### src/rtl/pwm_multi_ch.sv
// pwm_multi_ch: multi-channel PWM generator with a shared period counter and
// shadow-buffered period/duty registers. Shadow values move to the active set
// only at a period boundary (or continuously while stopped), so a running
// waveform never sees a half-updated configuration.
//
// Build option: define PWM_CENTER_ALIGN_EN to compile in centre-aligned
// (up/down) counting selected by ctr_mode. Without it the block is
// edge-aligned only and ctr_mode is ignored.
module pwm_multi_ch #(
  parameter int CH_NUM = 4,
  parameter int CNT_W  = 16
) (
  input  logic                        chosen_clk,
  input  logic                        rst_n,
  input  logic                        pwm_en,
  input  logic                        upd_lock,
  input  logic                        ctr_mode,
  input  logic                        cfg_we,
  input  logic [$clog2(CH_NUM+1)-1:0] cfg_addr,
  input  logic [CNT_W-1:0]            cfg_wdata,
  output logic [CH_NUM-1:0]           pwm,
  output logic                        period_done,
  output logic [CNT_W-1:0]            cnt_o
);

  localparam int AW = $clog2(CH_NUM+1);

  // Configuration: shadow set written by software, active set used by the counter
  logic [CNT_W-1:0]             per_sh;
  logic [CNT_W-1:0]             per_act;
  logic [CH_NUM-1:0][CNT_W-1:0] duty_sh;
  logic [CH_NUM-1:0][CNT_W-1:0] duty_act;

  // Counter stage (p0) and registered output stage (p1)
  logic [CNT_W-1:0]  cnt_p0;
  logic [CNT_W-1:0]  cnt_nxt;
  logic [CH_NUM-1:0] pwm_p1;
  logic [CH_NUM-1:0] pwm_nxt;
  logic              pd_p1;

  logic              run;
  logic              boundary;
  logic              xfer;
  logic [CNT_W-1:0]  per_last;

`ifdef PWM_CENTER_ALIGN_EN
  // dir_p0: 0 = counting up, 1 = counting down; mode_p0: 1 = centre-aligned
  logic dir_p0;
  logic dir_nxt;
  logic mode_p0;
  logic mode_nxt;
`else
  logic unused_ctr_mode;
  assign unused_ctr_mode = ctr_mode;
`endif

  // Unsigned duty compare: the output is high while the counter is below the duty
  function automatic logic duty_hit(input logic [CNT_W-1:0] c,
                                    input logic [CNT_W-1:0] d);
    return (c < d);
  endfunction

  // A zero period behaves like a stopped generator: counter parked, outputs low
  assign run      = pwm_en && (per_act != '0);
  assign per_last = per_act - 1'b1;

  // Next counter value and period-boundary detection
  always_comb begin
    cnt_nxt  = '0;
    boundary = 1'b0;
`ifdef PWM_CENTER_ALIGN_EN
    dir_nxt  = 1'b0;
`endif
    if (run) begin
`ifdef PWM_CENTER_ALIGN_EN
      if (mode_p0) begin
        if (!dir_p0) begin
          if (cnt_p0 == per_last) begin
            // Peak: repeat P-1 once, then start down
            cnt_nxt = cnt_p0;
            dir_nxt = 1'b1;
          end else begin
            cnt_nxt = cnt_p0 + 1'b1;
          end
        end else if (cnt_p0 == '0) begin
          // Valley: repeat 0 once and turn up; this is the period boundary
          boundary = 1'b1;
        end else begin
          cnt_nxt = cnt_p0 - 1'b1;
          dir_nxt = 1'b1;
        end
      end else if (cnt_p0 == per_last) begin
        boundary = 1'b1;
      end else begin
        cnt_nxt = cnt_p0 + 1'b1;
      end
`else
      if (cnt_p0 == per_last) begin
        boundary = 1'b1;
      end else begin
        cnt_nxt = cnt_p0 + 1'b1;
      end
`endif
    end
  end

  // While stopped (or P=0) the active set tracks the shadow every edge so a new
  // period is picked up; while running it only moves at an unlocked boundary
  assign xfer = !run || (boundary && !upd_lock);

`ifdef PWM_CENTER_ALIGN_EN
  // Counting mode may only change where a period starts from 0
  assign mode_nxt = (!run || boundary) ? ctr_mode : mode_p0;
`endif

  // Per-channel compare against the pre-edge counter value
  always_comb begin
    pwm_nxt = '0;
    for (int k = 0; k < CH_NUM; k++) begin
      pwm_nxt[k] = run && duty_hit(cnt_p0, duty_act[k]);
    end
  end

  // Shadow register writes; addresses above CH_NUM fall through untouched
  always_ff @(posedge chosen_clk or negedge rst_n) begin
    if (!rst_n) begin
      per_sh  <= '0;
      duty_sh <= '0;
    end else if (cfg_we) begin
      if (cfg_addr == '0) begin
        per_sh <= cfg_wdata;
      end
      for (int k = 0; k < CH_NUM; k++) begin
        if (cfg_addr == AW'(k + 1)) begin
          duty_sh[k] <= cfg_wdata;
        end
      end
    end
  end

  // Shadow-to-active transfer; a same-edge write lands in the shadow only
  always_ff @(posedge chosen_clk or negedge rst_n) begin
    if (!rst_n) begin
      per_act  <= '0;
      duty_act <= '0;
    end else if (xfer) begin
      per_act  <= per_sh;
      duty_act <= duty_sh;
    end
  end

  // ---- stage p0 -> p1: counter advance and registered outputs ----
  always_ff @(posedge chosen_clk or negedge rst_n) begin
    if (!rst_n) begin
      cnt_p0 <= '0;
      pwm_p1 <= '0;
      pd_p1  <= 1'b0;
    end else begin
      cnt_p0 <= cnt_nxt;
      pwm_p1 <= pwm_nxt;
      pd_p1  <= boundary;
    end
  end

`ifdef PWM_CENTER_ALIGN_EN
  // Count direction and the mode latched for the current period
  always_ff @(posedge chosen_clk or negedge rst_n) begin
    if (!rst_n) begin
      dir_p0  <= 1'b0;
      mode_p0 <= 1'b0;
    end else begin
      dir_p0  <= dir_nxt;
      mode_p0 <= mode_nxt;
    end
  end
`endif

  assign pwm         = pwm_p1;
  assign period_done = pd_p1;
  assign cnt_o       = cnt_p0;

endmodule

### config.mk
export PLATFORM = sky130hd
export DESIGN_NAME = pwm_multi_ch
export DESIGN_NICKNAME = d
export VERILOG_FILES = /design/src/rtl/pwm_multi_ch.sv
export SDC_FILE = /design/constraint.sdc
export NUM_CORES = 1
export LEC_CHECK = 0
export CAP_MARGIN = 30
export CORE_MARGIN = 5
export CORE_UTILIZATION = 40
export CTS_BUF_LIST = sky130_fd_sc_hd__clkbuf_4 sky130_fd_sc_hd__clkbuf_8
export DETAILED_ROUTE_END_ITERATION = 8
export GPL_ROUTABILITY_DRIVEN = 0
export PLACE_DENSITY = 0.63
export SYNTH_ARGS = -nofsm -noshare
export SYNTH_HDL_FRONTEND = slang
export SYNTH_SLANG_ARGS = --single-unit
### constraint.sdc
create_clock -name chosen_clk -period 3.3 [get_ports chosen_clk]
set_input_delay 0.66 -clock chosen_clk [delete_from_list [all_inputs] [get_ports chosen_clk]]
set_output_delay 0.66 -clock chosen_clk [all_outputs]
set_load 0.02 [all_outputs]
==> flow_results.xml, run 1 <==
<?xml version="1.0" encoding="UTF-8"?>
<metrics>
  <group name="timing">
    <metric name="final_hold_fails" unit="">0</metric>
    <metric name="timing.final.ws_setup" unit="ns">0.302</metric>
    <metric name="timing_max_transition_violations_final" unit="">0</metric>
    <metric name="final.setup.tns" unit="ns">0</metric>
    <metric name="rsz0062_at_grt" unit="">no</metric>
    <metric name="max_clock_freq" unit="GHz">0.334</metric>
    <metric name="setup-violations-final" unit="">0</metric>
    <metric name="fin_skew" unit="ns">0.0186</metric>
    <metric name="min_period_over_period" unit="">0.908</metric>
    <metric name="slew_headroom" unit="">0.540</metric>
    <metric name="worst_slew_pin_slew" unit="ns">0.690</metric>
    <metric name="post-route-min-period" unit="ns">3.00</metric>
    <metric name="holdWs" unit="ns">0.190</metric>
  </group>
  <group name="floorplanning">
    <metric name="die_area" unit="mm^2">0.0304</metric>
    <metric name="die_w" unit="um">174</metric>
    <metric name="die_height" unit="um">174</metric>
    <metric name="floorplan.initialDensity" unit="">0.404</metric>
    <metric name="ioPinCount" unit="">46</metric>
    <metric name="row_count" unit="">60</metric>
    <metric name="floorplan_core_area" unit="mm^2">0.0267</metric>
  </group>
  <group name="synthesis">
    <metric name="fraction_of_registers_with_async_set_reset" unit="">1.00</metric>
    <metric name="synth_enable_flop_cells" unit="">0</metric>
    <metric name="syn_area_cell" unit="um^2">10.4</metric>
    <metric name="synth-warning-count" unit="">0</metric>
    <metric name="synthesized_instance_count" unit="">1042</metric>
    <metric name="total_nets_after_synthesis" unit="">1129</metric>
    <metric name="postSynth.topFlopCell" unit="">dfrtp_1</metric>
    <metric name="ys_ff_latch" unit="">181</metric>
    <metric name="seq_total_area_yosys" unit="">0.420</metric>
    <metric name="synthesis.area" unit="mm^2">0.0108</metric>
    <metric name="post_synth_num_cell_types" unit="">39</metric>
  </group>
  <group name="cts">
    <metric name="clkSinkCount" unit="">181</metric>
    <metric name="cts_made_buffers" unit="">17</metric>
    <metric name="cts_tree" unit="">built</metric>
    <metric name="clk_path_buf_depth" unit="">2</metric>
    <metric name="cts_setup_buffers" unit="">0</metric>
    <metric name="clock_latency" unit="ns">0.48</metric>
    <metric name="post_cts_resized" unit="">0</metric>
    <metric name="cts_root_buf" unit="">clkbuf_8</metric>
    <metric name="postCtsHoldBufs" unit="">0</metric>
    <metric name="cts.htree.levels" unit="">4</metric>
    <metric name="register_clock_pin_slew_on_the_reported_worst_setup_and_hold_paths" unit="ns">0.10</metric>
  </group>
  <group name="global_routing">
    <metric name="grt_pass1_wl" unit="um">49700</metric>
    <metric name="globalRouteTotalUtil" unit="">0.205</metric>
    <metric name="grt_overflow_total" unit="">0</metric>
    <metric name="antenna_violations_before_repair" unit="">1</metric>
    <metric name="maximum_number_of_pins_on_one_net_before_global_route_repair" unit="">82</metric>
    <metric name="grt_pass1_vias" unit="">8409</metric>
  </group>
  <group name="cells_and_area">
    <metric name="final_core_util" unit="">0.456</metric>
    <metric name="mostFrequentLayoutCells" unit="">dfrtp_1 (181), nand2b_1 (90), a2111oi_0 (80), a32oi_1 (80), mux2_2 (80)</metric>
    <metric name="drive_gt1_frac" unit="">0.157</metric>
    <metric name="final_cell_count_no_fill" unit="">1402</metric>
    <metric name="n_fill_cell" unit="">2491</metric>
    <metric name="most_common_library_cell_in_the_layout_ignoring_fill_and_taps" unit="">dfrtp_1</metric>
    <metric name="syn2layout_area_growth" unit="%">13.0</metric>
    <metric name="finalNetCount" unit="">1134</metric>
  </group>
  <group name="worst_setup_path">
    <metric name="worst_ep_arrival_time" unit="ns">3.40</metric>
    <metric name="cp_data_required_time" unit="ns">3.70</metric>
    <metric name="crit_path_end_kind" unit="">flip-flop</metric>
    <metric name="worstPathMaxFanout" unit="">45</metric>
    <metric name="cp-start-kind" unit="">flip-flop</metric>
    <metric name="critical_path_class" unit="">flip-flop to flip-flop</metric>
  </group>
  <group name="drt">
    <metric name="detailroute.via_count" unit="">8651</metric>
    <metric name="drt-initial-drc-count" unit="">643</metric>
    <metric name="remaining_drc_errors" unit="">0</metric>
    <metric name="routed_wire_length" unit="um">30900</metric>
    <metric name="route.antenna.remaining_nets" unit="">0</metric>
    <metric name="post_detailed_route_via_to_cell_ratio" unit="">6.17</metric>
    <metric name="post_drt_wl_per_cell" unit="um">22.0</metric>
    <metric name="drt_pass1_iterations" unit="">8</metric>
  </group>
  <group name="run">
    <metric name="cap_violations" unit="">0</metric>
  </group>
  <group name="power">
    <metric name="ir_worst_vdd" unit="mV">0.251</metric>
    <metric name="power_leakage" unit="uW">0.00515</metric>
    <metric name="pwr_density_cell" unit="mW/mm^2">517</metric>
  </group>
  <group name="outcome">
    <metric name="status" unit="">complete, no violations</metric>
  </group>
  <group name="placed_design">
    <metric name="dp_hpwl" unit="um">19300</metric>
    <metric name="post-place-cells" unit="">1369</metric>
    <metric name="io_buffers" unit="">44</metric>
    <metric name="detailedPlace.worstSlack" unit="ns">0.194</metric>
  </group>
  <group name="worst_hold_path">
    <metric name="timing.hold.worst.class" unit="">primary input to asynchronous set/reset pin</metric>
  </group>
</metrics>
==> metrics by stage <==
stage / area, um^2 / total power [uW]
4_1_cts: 12200 / 6320
5_1_grt: 12200 / 6670
3_5_place_dp: 11800 / 4730
3_3_place_gp: 11800 / 4670
2_1_floorplan: 10800 / 4080
6_report: 12200 / 6300
==> cell families (layout without fill, tap and decap cells) <==
| group | Yosys count | in the layout | synth area share |
|---|---|---|---|
| AOI/OAI and AO/OA | 311 | 311 | 0.225 |
| and+or+nand+nor | 211 | 211 | 0.112 |
| DFF | 181 | 181 | 0.420 |
| buffers and inverters | 162 | 180 | 0.0588 |
| muxes | 80 | 80 | 0.0835 |
| adders and majority gates | 62 | 62 | 0.0719 |
| xor gates and xnor gates | 35 | 35 | 0.0284 |
| other | 0 | 1 | 0 |
==> cells in the mapped netlist (16+ instances only) <==
library cell	instances	area, um^2
nand2b_1	90	563
xnor2_1	21	184
a21oi_1	16	80.1
clkbuf_1	87	327
a21o_1	26	195
and3_1	22	138
a32oi_1	80	701
dfrtp_1	181	4530
o21ai_1	19	95.1
inv_1	66	248
o31ai_1	64	480
a2111oi_0	80	701
nand3_1	17	85.1
ha_1	62	776
nand2_1	36	135
mux2_2	80	901
==> routing by layer <==
metal / share of wire / up-vias / track usage
met5: 0.00042 / - / 0
met4: 0.026 / 2 / 0.0779
met3: 0.048 / 54 / 0.0368
met2: 0.46 / 249 / 0.315
met1: 0.46 / 4357 / 0.290
li1: - / 3989 / -
==> layout make-up <==
cell class	count	area, um^2	share of cell area
diodes	1	2.50	0.000205
clock buffers	20	263	0.0216
clock inverters	12	143	0.0117
inverters	66	248	0.0203
multi-input cells	699	5700	0.468
flip-flops and latches	181	4530	0.372
well taps	341	427	0.0350
repair buffers	82	875	0.0718
==> path summary, 6_finish.rpt <==
kind	start	endpoint	slack, ns	cells past startpoint
worst max-delay path	per_act[3]$_DFFE_PN0P_	per_act[3]$_DFFE_PN0P_	0.30	7
worst min-delay path	rst_n	duty_sh[35]$_DFFE_PN0P_	0.19	1
worst max register to register	per_act[3]$_DFFE_PN0P_	per_act[3]$_DFFE_PN0P_	0.30	7
worst min register to register	duty_sh[1]$_DFFE_PN0P_	duty_act[1]$_DFFE_PN0P_	0.51	2
max in group asynchronous	rst_n	duty_sh[23]$_DFFE_PN0P_	2.32	2
min in group chosen_clk	duty_sh[1]$_DFFE_PN0P_	duty_act[1]$_DFFE_PN0P_	0.51	2
==> critical path: stages, from the launching register on <==
cell and delay [ns]:
dfrtp_1 0.46, or4_1 0.58, nor3_1 0.23, nand3_2 0.34, buf_4 0.40, a2111oi_0 0.46, a32oi_1 0.27, o21ai_1 0.13
==> registers in the layout, indices dropped and copies added, names as in the netlist <==
name         cells
pwm              4
per_sh          16
duty_act        64
per_act         16
duty_sh         64
cnt_o           16
period_done      1
==> power by group <==
part           switching, uW  internal (uW)  leakage, uW
Clock                    875            728     0.000212
Combinational           1050            731      0.00269
Sequential               285           2630      0.00224
(Power assumes the default switching activity.)
==> inputs of run 2 (changes only) <==
- PLACE_DENSITY: 0.63 -> 0.66
- clock period: 3.3 -> 2.53 ns (I/O delays scaled with it)
==> flow_results.xml, run 2 (synthesis results as in run 1) <==
<?xml version="1.0" encoding="UTF-8"?>
<metrics>
  <group name="outcome">
    <metric name="violations" unit="">negative setup slack</metric>
    <metric name="status" unit="">complete, but fails checks</metric>
  </group>
  <group name="global_routing">
    <metric name="globalRouteTotalUtil" unit="">0.206</metric>
    <metric name="grt_pass1_vias" unit="">8669</metric>
    <metric name="grt_overflow_total" unit="">0</metric>
    <metric name="grt_pass1_wl" unit="um">49800</metric>
    <metric name="antenna_violations_before_repair" unit="">1</metric>
    <metric name="maximum_number_of_pins_on_one_net_before_global_route_repair" unit="">82</metric>
  </group>
  <group name="floorplanning">
    <metric name="die_w" unit="um">174</metric>
    <metric name="floorplan_core_area" unit="mm^2">0.0267</metric>
    <metric name="floorplan.initialDensity" unit="">0.404</metric>
    <metric name="die_height" unit="um">174</metric>
    <metric name="ioPinCount" unit="">46</metric>
    <metric name="die_area" unit="mm^2">0.0304</metric>
    <metric name="row_count" unit="">60</metric>
  </group>
  <group name="power">
    <metric name="ir_worst_vdd" unit="mV">0.270</metric>
    <metric name="total_power" unit="uW">8730</metric>
    <metric name="pwr_density_cell" unit="mW/mm^2">663</metric>
    <metric name="power_leakage" unit="uW">0.00555</metric>
  </group>
  <group name="worst_setup_path">
    <metric name="path_buf_inv" unit="">3</metric>
    <metric name="critical-path-top-delay-family" unit="">simple AND/OR/NAND/NOR gates</metric>
    <metric name="worstPathCellList" unit="">buf_4 &gt; nor4_4 &gt; buf_4 &gt; nand3_1 &gt; xnor2_2 &gt; a211oi_4 &gt; and4b_4 &gt; clkbuf_16 &gt; o31ai_1</metric>
    <metric name="worst_ep_arrival_time" unit="ns">2.91</metric>
    <metric name="rr_startpoint" unit="">per_act[6]$_DFFE_PN0P_</metric>
    <metric name="worstRegToRegCells" unit="">9</metric>
    <metric name="rr_endpoint" unit="">duty_act[9]$_DFFE_PN0P_</metric>
    <metric name="cp-start-kind" unit="">flip-flop</metric>
    <metric name="cp_data_required_time" unit="ns">2.88</metric>
    <metric name="crit_cells" unit="">9</metric>
    <metric name="crit_path_top_delay_cell" unit="">and4b_4</metric>
    <metric name="critical_path_class" unit="">flip-flop to flip-flop</metric>
    <metric name="path_common_cell" unit="">buf_4</metric>
    <metric name="timing.reg2reg.setup_slack" unit="ns">-0.03</metric>
    <metric name="crit_path_end_kind" unit="">flip-flop</metric>
    <metric name="worst_path_largest_cell_delay" unit="ns">0.41</metric>
    <metric name="worstPathMaxFanout" unit="">23</metric>
  </group>
  <group name="worst_hold_path">
    <metric name="timing.hold.worst.class" unit="">primary input to asynchronous set/reset pin</metric>
  </group>
  <group name="timing">
    <metric name="rsz0062_at_grt" unit="">yes</metric>
    <metric name="slew_headroom" unit="">0.491</metric>
    <metric name="final_hold_fails" unit="">0</metric>
    <metric name="max_clock_freq" unit="GHz">0.391</metric>
    <metric name="timing_max_transition_violations_final" unit="">0</metric>
    <metric name="post-route-min-period" unit="ns">2.56</metric>
    <metric name="timing.final.ws_setup" unit="ns">-0.0272</metric>
    <metric name="min_period_over_period" unit="">1.01</metric>
    <metric name="setup-violations-final" unit="">29</metric>
    <metric name="worst_slew_pin_slew" unit="ns">0.763</metric>
    <metric name="fin_skew" unit="ns">0.0166</metric>
  </group>
  <group name="cts">
    <metric name="cts_tree" unit="">built</metric>
    <metric name="clk_path_buf_depth" unit="">2</metric>
    <metric name="clkSinkCount" unit="">181</metric>
    <metric name="cts.htree.levels" unit="">4</metric>
    <metric name="postCtsHoldBufs" unit="">0</metric>
    <metric name="register_clock_pin_slew_on_the_reported_worst_setup_and_hold_paths" unit="ns">0.10</metric>
    <metric name="clock_latency" unit="ns">0.48</metric>
    <metric name="cts_made_buffers" unit="">17</metric>
    <metric name="cts_root_buf" unit="">clkbuf_8</metric>
  </group>
  <group name="placed_design">
    <metric name="dp_hpwl" unit="um">21300</metric>
    <metric name="io_buffers" unit="">44</metric>
    <metric name="detailedPlace.worstSlack" unit="ns">-0.137</metric>
  </group>
  <group name="cells_and_area">
    <metric name="n_fill_cell" unit="">2427</metric>
    <metric name="most_common_library_cell_in_the_layout_ignoring_fill_and_taps" unit="">dfrtp_1</metric>
    <metric name="final_core_util" unit="">0.493</metric>
    <metric name="n_antenna_cell" unit="">0</metric>
    <metric name="syn2layout_area_growth" unit="%">22.1</metric>
    <metric name="drive_gt1_frac" unit="">0.244</metric>
    <metric name="finalNetCount" unit="">1199</metric>
    <metric name="mostFrequentLayoutCells" unit="">dfrtp_1 (181), nand2b_1 (90), mux2_2 (80), a32oi_1 (79), buf_4 (77)</metric>
    <metric name="largest_registers" unit="">duty_act x64, duty_sh x64</metric>
  </group>
  <group name="drt">
    <metric name="post_drt_wl_per_cell" unit="um">21.9</metric>
    <metric name="route.antenna.remaining_nets" unit="">0</metric>
    <metric name="drt-initial-drc-count" unit="">693</metric>
    <metric name="remaining_drc_errors" unit="">0</metric>
    <metric name="routed_wire_length" unit="um">32200</metric>
    <metric name="post_detailed_route_via_to_cell_ratio" unit="">6.08</metric>
    <metric name="detailroute.via_count" unit="">8913</metric>
    <metric name="drt_pass1_iterations" unit="">8</metric>
  </group>
  <group name="run">
    <metric name="cap_violations" unit="">0</metric>
  </group>
</metrics>
-- run 2: cell types whose count changed in the layout (fill, tap and decap cells not counted), moves of 3 or more --
cell | before | now
a2111oi_0 | 80 | 15
a2111oi_1 | 0 | 28
buf_12 | 12 | 20
buf_4 | 26 | 77
a2111oi_4 | 0 | 3
buf_6 | 0 | 4
a2111oi_2 | 0 | 34
-- run 2: how the worst max path moves through the flow --
stage / start / slack (ns) / end
after global placement: per_act[4]$_DFFE_PN0P_ / -0.02 / duty_act[21]$_DFFE_PN0P_
after CTS: per_act[4]$_DFFE_PN0P_ / -0.008 / duty_act[28]$_DFFE_PN0P_
final: per_act[6]$_DFFE_PN0P_ / -0.03 / duty_act[9]$_DFFE_PN0P_
after detailed placement: per_act[4]$_DFFE_PN0P_ / -0.14 / duty_act[10]$_DFFE_PN0P_
after floorplan: per_act[0]$_DFFE_PN0P_ / 0.02 / duty_act[33]$_DFFE_PN0P_
after global routing: per_act[6]$_DFFE_PN0P_ / -0.17 / per_act[5]$_DFFE_PN0P_
-- run 2: final cells by class --
class / instances / area [um^2] / area share
timing repair buffer: 147 / 1500 / 0.114
tap: 341 / 427 / 0.0324
clock inverter: 11 / 115 / 0.00874
sequential: 181 / 4530 / 0.344
inverter: 66 / 248 / 0.0188
multi-input combinational: 699 / 6070 / 0.461
clock buffer: 21 / 283 / 0.0215
-- run 2: what timing repair did --
| action | CTS | global route |
|---|---|---|
| pin swaps | 0 | 12 |
| cloned | 0 | 1 |
| gates resized for setup | 13 | 116 |
| setup endpoints to repair | 80 | 81 |
| buffers inserted | 0 | 4 |
-- run 2: worst register-to-register path, stage by stage (launching register included) --
cell and delay (ns):
dfrtp_1 0.40, buf_4 0.16, nor4_4 0.32, buf_4 0.18, nand3_1 0.13, xnor2_2 0.21
a211oi_4 0.29, and4b_4 0.41, clkbuf_16 0.25, o31ai_1 0.09
-- run 2: metal layers --
layer	GRT usage	part of all wire
met5	0	0.00047
met4	0.0680	0.026
met3	0.0400	0.051
met2	0.334	0.47
met1	0.277	0.45
-- run 2: report_power, final --
part	leakage, uW	switching, uW	total (uW)	internal, uW
clock network	0.000204	1140	2030	894
registers	0.00224	360	3790	3430
logic	0.00310	1670	2910	1240
total	0.00555	3160	8730	5570
-- run 2: through the flow --
step / cells / instance area, um^2 / hold slack (ns) / TNS (ns)
final: 1466 / 13200 / 0.0391 / -0.358
after global routing: 1466 / 13200 / 0.0610 / -8.07
after CTS: 1461 / 12700 / 0.0406 / -0.0146
after floorplan: 1042 / 10800 / 0.210 / 0
after global placement: 1429 / 12300 / 0.485 / -0.0949
after detailed placement: 1429 / 12300 / 0.504 / -1.19
